File: src/rtl/tdm_demux4.sv
// Four-channel TDM demultiplexer: collects slots 0..3 delimited by frame_sync and
// publishes whole frames on y0..y3. Optional framing checks under TDM_DEMUX_SYNC_CHECK_EN.
module tdm_demux4 #(
   parameter int unsigned WIDTH = 1
) (
   input  logic             clk,
   input  logic             rst_n,
   input  logic [WIDTH-1:0] din,
   input  logic             din_valid,
   input  logic             frame_sync,
   output logic [WIDTH-1:0] y0,
   output logic [WIDTH-1:0] y1,
   output logic [WIDTH-1:0] y2,
   output logic [WIDTH-1:0] y3,
   output logic             frame_valid,
   output logic [1:0]       sel,
   output logic             locked,
   output logic             sync_err
);

   typedef enum logic {HUNT = 1'b0, LOCK = 1'b1} state_e;

   state_e           state_q, state_d;
   logic [1:0]       sel_q, sel_d;
   logic [WIDTH-1:0] s0_q, s0_d, s1_q, s1_d, s2_q, s2_d;
   logic [WIDTH-1:0] y0_q, y0_d, y1_q, y1_d, y2_q, y2_d, y3_q, y3_d;
   logic             fv_q, fv_d;
`ifdef TDM_DEMUX_SYNC_CHECK_EN
   logic             err_q, err_d;
`endif

   always_ff @(posedge clk or negedge rst_n) begin
      if (!rst_n) begin
         state_q <= HUNT;
         sel_q   <= 2'd0;
         s0_q    <= '0;
         s1_q    <= '0;
         s2_q    <= '0;
         y0_q    <= '0;
         y1_q    <= '0;
         y2_q    <= '0;
         y3_q    <= '0;
         fv_q    <= 1'b0;
`ifdef TDM_DEMUX_SYNC_CHECK_EN
         err_q   <= 1'b0;
`endif
      end else begin
         state_q <= state_d;
         sel_q   <= sel_d;
         s0_q    <= s0_d;
         s1_q    <= s1_d;
         s2_q    <= s2_d;
         y0_q    <= y0_d;
         y1_q    <= y1_d;
         y2_q    <= y2_d;
         y3_q    <= y3_d;
         fv_q    <= fv_d;
`ifdef TDM_DEMUX_SYNC_CHECK_EN
         err_q   <= err_d;
`endif
      end
   end

   // Slot routing and framing; nothing moves on a beat without din_valid.
   always_comb begin
      state_d = state_q;
      sel_d   = sel_q;
      s0_d    = s0_q;
      s1_d    = s1_q;
      s2_d    = s2_q;
      y0_d    = y0_q;
      y1_d    = y1_q;
      y2_d    = y2_q;
      y3_d    = y3_q;
      fv_d    = 1'b0;
`ifdef TDM_DEMUX_SYNC_CHECK_EN
      err_d   = 1'b0;
`endif
      if (din_valid) begin
         case (state_q)
            HUNT: begin
               if (frame_sync) begin
                  s0_d    = din;
                  sel_d   = 2'd1;
                  state_d = LOCK;
               end
            end
            LOCK: begin
               if (frame_sync) begin
                  // A sync beat always restarts the frame; a mid-frame one drops the partial frame.
`ifdef TDM_DEMUX_SYNC_CHECK_EN
                  err_d = (sel_q != 2'd0);
`endif
                  s0_d  = din;
                  sel_d = 2'd1;
               end else begin
                  case (sel_q)
                     2'd0: begin
`ifdef TDM_DEMUX_SYNC_CHECK_EN
                        err_d   = 1'b1;
                        state_d = HUNT;
                        sel_d   = 2'd0;
`else
                        s0_d    = din;
                        sel_d   = 2'd1;
`endif
                     end
                     2'd1: begin
                        s1_d  = din;
                        sel_d = 2'd2;
                     end
                     2'd2: begin
                        s2_d  = din;
                        sel_d = 2'd3;
                     end
                     default: begin
                        y0_d  = s0_q;
                        y1_d  = s1_q;
                        y2_d  = s2_q;
                        y3_d  = din;
                        fv_d  = 1'b1;
                        sel_d = 2'd0;
                     end
                  endcase
               end
            end
            default: state_d = HUNT;
         endcase
      end
   end

   assign y0          = y0_q;
   assign y1          = y1_q;
   assign y2          = y2_q;
   assign y3          = y3_q;
   assign frame_valid = fv_q;
   assign sel         = sel_q;
   assign locked      = (state_q == LOCK);
`ifdef TDM_DEMUX_SYNC_CHECK_EN
   assign sync_err    = err_q;
`else
   assign sync_err    = 1'b0;
`endif

endmodule

File: config.mk
export PLATFORM = sky130hd
export DESIGN_NAME = tdm_demux4
export DESIGN_NICKNAME = d
export VERILOG_FILES = /design/src/rtl/tdm_demux4.sv
export SDC_FILE = /design/constraint.sdc
export NUM_CORES = 1
export LEC_CHECK = 0
export ABC_AREA = 0
export CORE_MARGIN = 5
export CORE_UTILIZATION = 41
export CTS_CLUSTER_SIZE = 30
export DETAILED_ROUTE_END_ITERATION = 12
export PLACE_DENSITY = 0.71
export SLEW_MARGIN = 20
export SYNTH_ARGS = -nofsm -noshare
export SYNTH_HDL_FRONTEND = slang
export SYNTH_SLANG_ARGS = --single-unit
File: constraint.sdc
create_clock -name clk -period 1.1 [get_ports clk]
set_input_delay 0.22 -clock clk [delete_from_list [all_inputs] [get_ports clk]]
set_output_delay 0.22 -clock clk [all_outputs]
set_load 0.02 [all_outputs]
==> summary.txt, run 1 <==
post-detailed-placement half-perimeter wirelength: 820 um
antenna violations before repair: 0
Critical Path Start Type: flip-flop
critical path class: flip-flop to flip-flop
horizontal die dimension: 47.3 um
vertical extent of the die: 47.3 um
clock period minus worst slack: 1.24 ns
growth of design area from synthesis to finish: 40.1%
distinct cell type count of the synthesized netlist: 22
number of flip-flops in the largest register: 2
P per Cell Area: 1880 mW/mm^2
Iteration-0 DRC Markers: 1
CP Capture Type: flip-flop
top achievable clock speed: 803 MHz
part of the Yosys area used for sequential elements: 48.2%
total number of clock tree sinks: 11
maximum clock skew at final layout: 0.00206 ns
final hold violation count: 0
Std-Cell Rows: 13
Post-DRT Antenna Nets: 0
Die Footprint: 0.00224 mm^2
Post-synth top flop: sky130_fd_sc_hd__dfrtp_1
TritonCTS Buffers: 3
vias in the first global route: 407
ys async rst share: 100%
global-route wire length before repair: 1.84 mm
fraction of final layout cells with drive strength greater than 1: 57.4%
leak pwr: 0.395 nW
total nets after synthesis: 53
combined global-route utilization of all metal layers: 12.4%
# H-tree levels: 1
worst setup margin: -0.145 ns
fillers: 117
number of antenna cells inserted: 0
Final nets: 78
via density per instance: 5.02
beginning of the worst register-to-register path: sel[1]$_DFFE_PN0P_
number of buffers on the longest clock path: 2
number of buffers and inverters on the critical path: 0
DRC violation count after routing: 0
Finish-stage setup viols: 10
minimum setup slack among reg-to-reg paths: -0.14 ns
Seq cells post-synth: 11
starting density of the core: 43.8%
largest incremental delay on the critical path: 0.47 ns
detailed-route wire length per cell: 13.4 um
count of synthesis-stage warnings from yosys: 0
total congestion overflow after global routing: 0
clock root buffer: sky130_fd_sc_hd__clkbuf_4
final routed wirelength across all metal layers: 1.11 mm
RSZ-0062 raised after global routing: true
CP Data Arrival Time: 1.40 ns
final critical-path share of the clock period: 113%
cells along the critical path: ha_4, nand4b_4, mux2_2
failing checks: setup timing
average size of a mapped cell: 13.0 um^2
number of flops mapped to enable cells by yosys: 0
critical path required time: 1.26 ns
Max Fanout on Critical Path: 5
summed area of non-filler cells in the final layout: 800 um^2
worst reg-to-reg path cell count: 3
post-place instance area: 786 um^2
worst r2r dst: y3$_DFFE_PN0P_
GPL Wtd Cong: 0.726
Final Total Pwr: 1.51 mW
status: finished with violations
clk slew on worst S/H paths: 0.07 ns
core area: 0.00130 mm^2
TritonCTS clock tree: built
Syn Inst Count: 44
final-layout worst hold slack: 0.263 ns
Layout Utilization: 61.4%
Worst Hold Class: input port to asynchronous set/reset pin
placement-stage worst setup slack: -0.345 ns
category of cells accounting for the largest share of critical-path delay: flip-flops
Port Buf Inserts: 12
crit path max-delay cell type: sky130_fd_sc_hd__dfrtp_2
Max Cap Violations: 0
Via Count: 417
Post-Syn Area: 571 um^2
Initial DRT Pass Iterations: 4
I/O pin cnt: 14
Clk Latency, worst-skew pair: 0.27 ns
VDD IR max: 0.832 mV
pin count of the biggest net entering global routing: 12
number of max-slew violations in the final report: 0
## per-stage QoR
| stage | cells | TNS (ns) |
|---|---|---|
| 2_1_floorplan | 44 | -0.755 |
| 3_3_place_gp | 78 | -3.48 |
| 3_5_place_dp | 78 | -3.64 |
| 4_1_cts | 82 | -1.09 |
| 5_1_grt | 83 | -1.54 |
| 6_report | 83 | -1.04 |
## worst max-delay path by stage
| stage | startpoint | endpoint | depth (start not counted) |
|---|---|---|---|
| finish | sel[1]$_DFFE_PN0P_ | y3$_DFFE_PN0P_ | 3 |
| global route | sel[1]$_DFFE_PN0P_ | y3$_DFFE_PN0P_ | 3 |
| CTS | sel[1]$_DFFE_PN0P_ | y3$_DFFE_PN0P_ | 3 |
| detailed placement | frame_sync | y3$_DFFE_PN0P_ | 3 |
| global placement | frame_sync | y0$_DFFE_PN0P_ | 3 |
| floorplan | sel[1]$_DFFE_PN0P_ | y0$_DFFE_PN0P_ | 3 |
## cells by family after synthesis
kind of cell,after synthesis,share of synthesized area [%]
simple gates,8,12.9
fa+ha+maj,4,8.77
flops,11,48.2
compound gates,8,10.3
buf+inv,6,7.24
other cells,1,0.657
mux,6,11.8
## cell type report
cell class                      instances  area, um^2  area share [%]
Multi-Input combinational cell         27         292            36.5
Sequential cell                        11         279            34.9
Timing Repair Buffer                   23         173            21.6
Clock buffer                            4        26.3            3.29
Tap cell                               15        18.8            2.35
Inverter                                3        11.3            1.41
## routing by layer
layer	GRT usage, %	routed length [um]	up-vias
met3	5.75	80	2
met1	13.8	453	202
met4	6.63	6	0
met5	0	0	-
li1	-	-	203
met2	19.5	571	10
## power by group
| part | internal (mW) | total (mW) | switching [mW] |
|---|---|---|---|
| sequential | 0.535 | 0.622 | 0.0873 |
| combinational | 0.330 | 0.608 | 0.278 |
| clock | 0.141 | 0.275 | 0.135 |
## placed cells by master, fill, tap and decap left out, drive strengths merged, types with 2 or more instances in the layout
master         netlist  routed
clkbuf               0       4
mux2                 6       6
dfrtp               11      11
buf                  3      19
nand3                2       2
ha                   4       4
inv                  3       3
nand4b               3       3
clkdlybuf4s50        0       4
## repair_timing
item,in CTS,in global routing
setup buffers,0,1
resized for setup,37,1
pin swaps,2,0
hold buffers,0,0
endpoints found under the setup margin,17,11
## synthesized netlist by cell type, drive strengths merged (2+ instances only)
master | n | area, um^2
dfrtp | 11 | 275
nand3 | 2 | 10.0
ha | 4 | 50.1
buf | 3 | 30.0
inv | 3 | 11.3
mux2 | 6 | 67.6
nand4b | 3 | 41.3
No activity file was read; power rests on OpenSTA's default activity.
==> inputs of run 2 (changes only) <==
--- a/config.mk
+++ b/config.mk
@@ -11,6 +11,8 @@
 export CTS_CLUSTER_SIZE = 30
 export DETAILED_ROUTE_END_ITERATION = 12
 export PLACE_DENSITY = 0.71
+export SETUP_SLACK_MARGIN = 0.15
+export SKIP_CTS_REPAIR_TIMING = 1
 export SLEW_MARGIN = 20
 export SYNTH_ARGS = -nofsm -noshare
 export SYNTH_HDL_FRONTEND = slang
==> run 2 against run 1 <==
  * The flow still finishes with violations (setup timing)
  * Clock skew shrank 0.00083 ns
  * Wire length grew 16%
  * Critical path type unchanged
  * Sequential power grew 3%
  * Largest power group is now combinational logic
  * Highest routed layer unchanged
  * Utilization grew 11 points
  * Register-to-register slack lost 0.02 ns
  * Sequential share of layout area shrank 5.4 points
  * Worst setup slack lost 0.016 ns
  * Cell area grew 18%
  * Via count grew 9.1%
  * Count of clock-buffer cells in the layout is the same
  * First-iteration DRC count grew to 3.0 times the previous value
==> summary.txt, run 2 (synthesized netlist as in run 1, its figures left out) <==
fraction of final layout cells with drive strength greater than 1: 68.5% (was 57.4%)
status: finished with violations (unchanged)
clk slew on worst S/H paths: 0.07 ns (about the same)
total congestion overflow after global routing: 0 (unchanged)
Initial DRT Pass Iterations: 4 (unchanged)
fraction of met1 tracks used by global routing: 13.3% (was 13.8%)
detailed-route wire length per cell: 14.7 um (was 13.4 um)
top achievable clock speed: 793 MHz (was 803 MHz)
leak pwr: 0.465 nW (was 0.395 nW)
Via Count: 455 (was 417)
number of standard cells in the layout, taps in and fillers out: 88 (was 83)
RSZ-0062 raised after global routing: true (unchanged)
most common cell after layout, fill and taps aside: sky130_fd_sc_hd__buf_4 (unchanged)
final routed wirelength across all metal layers: 1.29 mm (was 1.11 mm)
Critical Path Start Type: flip-flop (unchanged)
global-route wire length before repair: 1.89 mm (was 1.84 mm)
Max Fanout on Critical Path: 4 (was 5)
maximum clock skew at final layout: 0.00123 ns (was 0.00206 ns)
clock root buffer: sky130_fd_sc_hd__clkbuf_4 (unchanged)
GR Layer Usage met3: 3.45% (was 5.75%)
# H-tree levels: 1 (unchanged)
final critical-path share of the clock period: 115% (was 113%)
CP Capture Type: flip-flop (unchanged)
met2 Resource Use GR: 21.4% (was 19.5%)
I/O pin cnt: 14 (unchanged)
Layout Utilization: 72.6% (was 61.4%)
number of flip-flops in the largest register: 2 (unchanged)
vias in the first global route: 428 (was 407)
Std-Cell Rows: 13 (unchanged)
Worst Hold Class: input port to asynchronous set/reset pin (unchanged)
pin count of the biggest net entering global routing: 12 (unchanged)
Finish-stage setup viols: 11 (was 10)
Max Cap Violations: 0 (unchanged)
growth of design area from synthesis to finish: 65.6% (was 40.1%)
VDD IR max: 0.948 mV (was 0.832 mV)
combined global-route utilization of all metal layers: 12.8% (was 12.4%)
Port Buf Inserts: 12 (unchanged)
summed area of non-filler cells in the final layout: 945 um^2 (was 800 um^2)
antenna violations before repair: 0 (unchanged)
number of antenna cells inserted: 0 (unchanged)
Final nets: 83 (was 78)
via density per instance: 5.17 (was 5.02)
vertical extent of the die: 47.3 um (unchanged)
Clk Latency, worst-skew pair: 0.28 ns (was 0.27 ns)
post-place instance area: 796 um^2 (was 786 um^2)
sequential cell area in the final layout: 279 um^2 (unchanged)
final-layout worst hold slack: 0.235 ns (was 0.263 ns)
most used routing layer in global routing: met2 (unchanged)
TritonCTS Buffers: 3 (unchanged)
fillers: 94 (was 117)
TritonCTS clock tree: built (unchanged)
failing checks: setup timing (unchanged)
combined area of the multi-input logic cells: 344 um^2 (was 292 um^2)
P per Cell Area: 1920 mW/mm^2 (was 1880 mW/mm^2)
Post-DRT Antenna Nets: 0 (unchanged)
Iteration-0 DRC Markers: 3 (was 1)
worst reg-to-reg path cell count: 4 (was 3)
total number of clock tree sinks: 11 (unchanged)
DRC violation count after routing: 0 (unchanged)
number of max-slew violations in the final report: 0 (unchanged)
GPL Wtd Cong: 0.713 (was 0.726)
critical path class: flip-flop to flip-flop (unchanged)
starting density of the core: 43.8% (unchanged)
horizontal die dimension: 47.3 um (unchanged)
clock period minus worst slack: 1.26 ns (was 1.24 ns)
CP Data Arrival Time: 1.42 ns (was 1.40 ns)
leading cell types in the layout, fill and taps excluded: 13 x sky130_fd_sc_hd__buf_4, 10 x sky130_fd_sc_hd__buf_6, 8 x sky130_fd_sc_hd__dfrtp_1 (was 10 x sky130_fd_sc_hd__buf_4, 8 x sky130_fd_sc_hd__dfrtp_1, 7 x sky130_fd_sc_hd__buf_2)
worst setup margin: -0.161 ns (was -0.145 ns)
Die Footprint: 0.00224 mm^2 (unchanged)
critical path required time: 1.26 ns (about the same)
final hold violation count: 0 (unchanged)
cell total after placement: 79 (was 78)
number of buffers on the longest clock path: 2 (unchanged)
core area: 0.00130 mm^2 (unchanged)
==> run 2: critical path, cell delays in order, from the launching register on <==
cell                       delay [ns]
sky130_fd_sc_hd__dfrtp_2         0.45
sky130_fd_sc_hd__inv_2           0.10
sky130_fd_sc_hd__ha_4            0.15
sky130_fd_sc_hd__nand4b_1        0.11
sky130_fd_sc_hd__mux2_1          0.33
==> run 2: cell type report <==
class / instances / area share (%)
Multi-Input combinational cell: 27 / 36.4
Sequential cell: 11 / 29.5
Timing Repair Buffer: 28 / 28.1
Clock buffer: 4 / 2.78
Tap cell: 15 / 1.99
Inverter: 3 / 1.19
==> run 2: worst paths after layout <==
check	slack [ns]	startpoint	endpoint
max	-0.16	sel[0]$_DFFE_PN0P_	s2_q$_DFFE_PN0P_
max in group asynchronous	0.70	rst_n	locked$_DFFE_PN0P_
max reg2reg	-0.16	sel[0]$_DFFE_PN0P_	s2_q$_DFFE_PN0P_
min	0.24	rst_n	y1$_DFFE_PN0P_
min reg2reg	0.52	s2_q$_DFFE_PN0P_	s2_q$_DFFE_PN0P_
min in group clk	0.37	din_valid	frame_valid$_DFF_PN0_
==> run 2: per-layer routing <==
| metal | vias to the layer above | share of wire (%) |
|---|---|---|
| li1 | 214 | - |
| met5 | - | 0 |
| met2 | 11 | 53 |
| met3 | 2 | 5.9 |
| met1 | 228 | 38 |
| met4 | 0 | 2.2 |
==> run 2: per-stage QoR <==
step / setup TNS [ns] / power [mW] / setup WS, ns
after floorplan: -0.770 / 0.940 / -0.128
after global placement: -3.50 / 1.28 / -0.353
after detailed placement: -3.72 / 1.30 / -0.371
after CTS: -4.12 / 1.58 / -0.488
after global routing: -1.75 / 1.93 / -0.203
final: -1.18 / 1.82 / -0.161
==> run 2: power by group <==
group          internal (mW)  switching [mW]
clock network          0.141           0.144
registers              0.535           0.105
logic                  0.551           0.341
==> inputs of run 3 (changes only) <==
--- a/config.mk
+++ b/config.mk
@@ -11,6 +11,7 @@
 export CTS_CLUSTER_SIZE = 30
 export DETAILED_ROUTE_END_ITERATION = 12
 export PLACE_DENSITY = 0.71
+export REMOVE_ABC_BUFFERS = 1
 export SETUP_SLACK_MARGIN = 0.15
 export SKIP_CTS_REPAIR_TIMING = 1
 export SLEW_MARGIN = 20
==> run 3 against run 2 <==
  * The run still ends with setup timing left
  * First-iteration DRC count rose to 3.3 times the previous value
  * Utilization decreased by 5.9 points
  * Cell area down 8.1%
  * Wire length fell by 2.8%
  * Power down 9.4%
  * Global-route usage fell by 0.45 points
  * Combinational power is 18% lower
  * Worst setup slack got worse by 0.0092 ns
  * Cell count is 5.7% lower
  * Count of clock-buffer cells in the layout unchanged
  * Via count down 7.0%
  * Die area is the same
  * Critical endpoint unchanged
  * Largest cell class unchanged
  * Largest power group unchanged
  * Highest routed layer is now met3
==> summary.txt, run 3 (synthesized netlist as in run 1, its figures left out) <==
cell total after placement: 77 (was 79)
number of buffers on the longest clock path: 2 (unchanged)
maximum clock skew at final layout: 0.00118 ns (was 0.00123 ns)
starting density of the core: 43.8% (unchanged)
worst reg-to-reg path cell count: 4 (unchanged)
number of standard cells in the layout, taps in and fillers out: 83 (was 88)
CP Data Arrival Time: 1.42 ns (about the same)
number of antenna cells inserted: 0 (unchanged)
GPL Wtd Cong: 0.795 (was 0.713)
total number of clock tree sinks: 11 (unchanged)
uppermost routed layer: met3 (was met4)
Post-DRT Antenna Nets: 0 (unchanged)
cells along the critical path: inv_2, ha_1, nand4b_1, mux2_4 (was inv_2, ha_4, nand4b_1, mux2_1)
crit path max-delay cell type: sky130_fd_sc_hd__dfrtp_2 (unchanged)
fraction of final layout cells with drive strength greater than 1: 60.3% (was 68.5%)
Final nets: 78 (was 83)
final hold violation count: 0 (unchanged)
critical path class: flip-flop to flip-flop (unchanged)
total congestion overflow after global routing: 0 (unchanged)
Clk Latency, worst-skew pair: 0.26 ns (was 0.28 ns)
number of max-slew violations in the final report: 0 (unchanged)
number of flip-flops in the largest register: 2 (unchanged)
clk slew on worst S/H paths: 0.07 ns (about the same)
number of buffers and inverters on the critical path: 1 (unchanged)
Die Footprint: 0.00224 mm^2 (unchanged)
met2 routed WL: 655 um (was 689 um)
Initial DRT Pass Iterations: 4 (unchanged)
Max Fanout on Critical Path: 4 (unchanged)
Finish-stage setup viols: 12 (was 11)
clock root buffer: sky130_fd_sc_hd__clkbuf_4 (unchanged)
leak pwr: 0.450 nW (was 0.465 nW)
via density per instance: 5.10 (was 5.17)
TritonCTS clock tree: built (unchanged)
post-detailed-placement half-perimeter wirelength: 840 um
final routed wirelength across all metal layers: 1.26 mm (was 1.29 mm)
VDD IR max: 1.22 mV (was 0.948 mV)
Std-Cell Rows: 13 (unchanged)
category of cells accounting for the largest share of critical-path delay: flip-flops (unchanged)
met1 layer wirelength in the final routing: 527 um (was 498 um)
status: finished with violations (unchanged)
sequential cell area in the final layout: 278 um^2 (was 279 um^2)
startpoint of the worst setup timing path: sel[0]$_DFFE_PN0P_ (unchanged)
detailed-route wire length per cell: 15.2 um (was 14.7 um)
failing checks: setup timing (unchanged)
Layout Utilization: 66.7% (was 72.6%)
leading cell types in the layout, fill and taps excluded: 9 x sky130_fd_sc_hd__dfrtp_1, 9 x sky130_fd_sc_hd__buf_4, 8 x sky130_fd_sc_hd__buf_6 (was 13 x sky130_fd_sc_hd__buf_4, 10 x sky130_fd_sc_hd__buf_6, 8 x sky130_fd_sc_hd__dfrtp_1)
vias in the first global route: 425 (was 428)
horizontal die dimension: 47.3 um (unchanged)
clock period minus worst slack: 1.27 ns (was 1.26 ns)
length of routed met3 wiring: 74 um (was 76 um)
worst setup margin: -0.170 ns (was -0.161 ns)
RSZ-0062 raised after global routing: true (unchanged)
core area: 0.00130 mm^2 (unchanged)
TritonCTS Buffers: 3 (unchanged)
largest incremental delay on the critical path: 0.46 ns (was 0.45 ns)
Final TNS setup: -1.08 ns (was -1.18 ns)
minimum setup slack among reg-to-reg paths: -0.17 ns (was -0.16 ns)
critical path required time: 1.25 ns (was 1.26 ns)
pin count of the biggest net entering global routing: 12 (unchanged)
DRC violation count after routing: 0 (unchanged)
Port Buf Inserts: 12 (unchanged)
# H-tree levels: 1 (unchanged)
final critical-path share of the clock period: 115% (about the same)
global-route wire length before repair: 1.83 mm (was 1.89 mm)
growth of design area from synthesis to finish: 52.2% (was 65.6%)
last element of the critical path: s2_q$_DFFE_PN0P_ (unchanged)
vertical extent of the die: 47.3 um (unchanged)
beginning of the worst register-to-register path: sel[0]$_DFFE_PN0P_ (unchanged)
P per Cell Area: 1900 mW/mm^2 (was 1920 mW/mm^2)
Via Count: 423 (was 455)
Max Cap Violations: 0 (unchanged)
top achievable clock speed: 787 MHz (was 793 MHz)
combined global-route utilization of all metal layers: 12.3% (was 12.8%)
I/O pin cnt: 14 (unchanged)
worst r2r dst: s2_q$_DFFE_PN0P_ (unchanged)
CP Capture Type: flip-flop (unchanged)
fillers: 108 (was 94)
Worst Hold Class: input port to asynchronous set/reset pin (unchanged)
antenna violations before repair: 0 (unchanged)
total stage count of the critical path: 4 (unchanged)
Iteration-0 DRC Markers: 10 (was 3)
combined area of the multi-input logic cells: 317 um^2 (was 344 um^2)
Critical Path Start Type: flip-flop (unchanged)
run 3: cell count changes in the layout (fill, tap and decap cells not counted), sizes merged:
| cell | before | now |
|---|---|---|
| clkbuf | 4 | 5 |
| buf | 23 | 17 |
run 3: metal layers:
metal | vias to the layer above | GRT usage (%)
met3 | 0 | 3.45
li1 | 204 | -
met4 | 0 | 6.63
met2 | 13 | 20.9
met5 | - | 0
met1 | 206 | 13.8
run 3: worst reg2reg max path, cell delays in order, from the launching register on:
cell and delay (ns):
sky130_fd_sc_hd__dfrtp_2 0.46, sky130_fd_sc_hd__inv_2 0.09, sky130_fd_sc_hd__ha_1 0.19, sky130_fd_sc_hd__nand4b_1 0.12
sky130_fd_sc_hd__mux2_4 0.31
run 3: power by group:
part / internal (mW) / switching [mW] / total (mW)
registers: 0.536 / 0.108 / 0.643
clock network: 0.140 / 0.133 / 0.274
logic: 0.437 / 0.292 / 0.729
run 3: stage by stage:
stage	total power, mW	hold WS, ns	setup WS [ns]	cell area [um^2]
final	1.65	0.247	-0.170	868
after CTS	1.47	0.253	-0.452	773
after global placement	1.18	0.476	-0.339	747
after global routing	1.73	0.262	-0.207	868
after floorplan	0.899	-0.0756	-0.221	541
after detailed placement	1.20	0.481	-0.360	747
run 3: how the worst min path moves through the flow:
stage                                start                    end  depth (start not counted)
after floorplan                      rst_n  frame_valid$_DFF_PN0_                          0
after global placement    s1_q$_DFFE_PN0P_       s1_q$_DFFE_PN0P_                          1
after detailed placement  s1_q$_DFFE_PN0P_       s1_q$_DFFE_PN0P_                          1
after CTS                            rst_n       s2_q$_DFFE_PN0P_                          2
after global routing                 rst_n         y3$_DFFE_PN0P_                          2
final                                rst_n         y3$_DFFE_PN0P_                          2
run 3: area by class of cell:
cell class / count / area share (%)
well taps: 15 / 2.16
multi-input cells: 27 / 36.5
repair buffers: 23 / 25.1
clock buffers: 4 / 3.03
inverters: 3 / 1.30
flip-flops and latches: 11 / 32.0
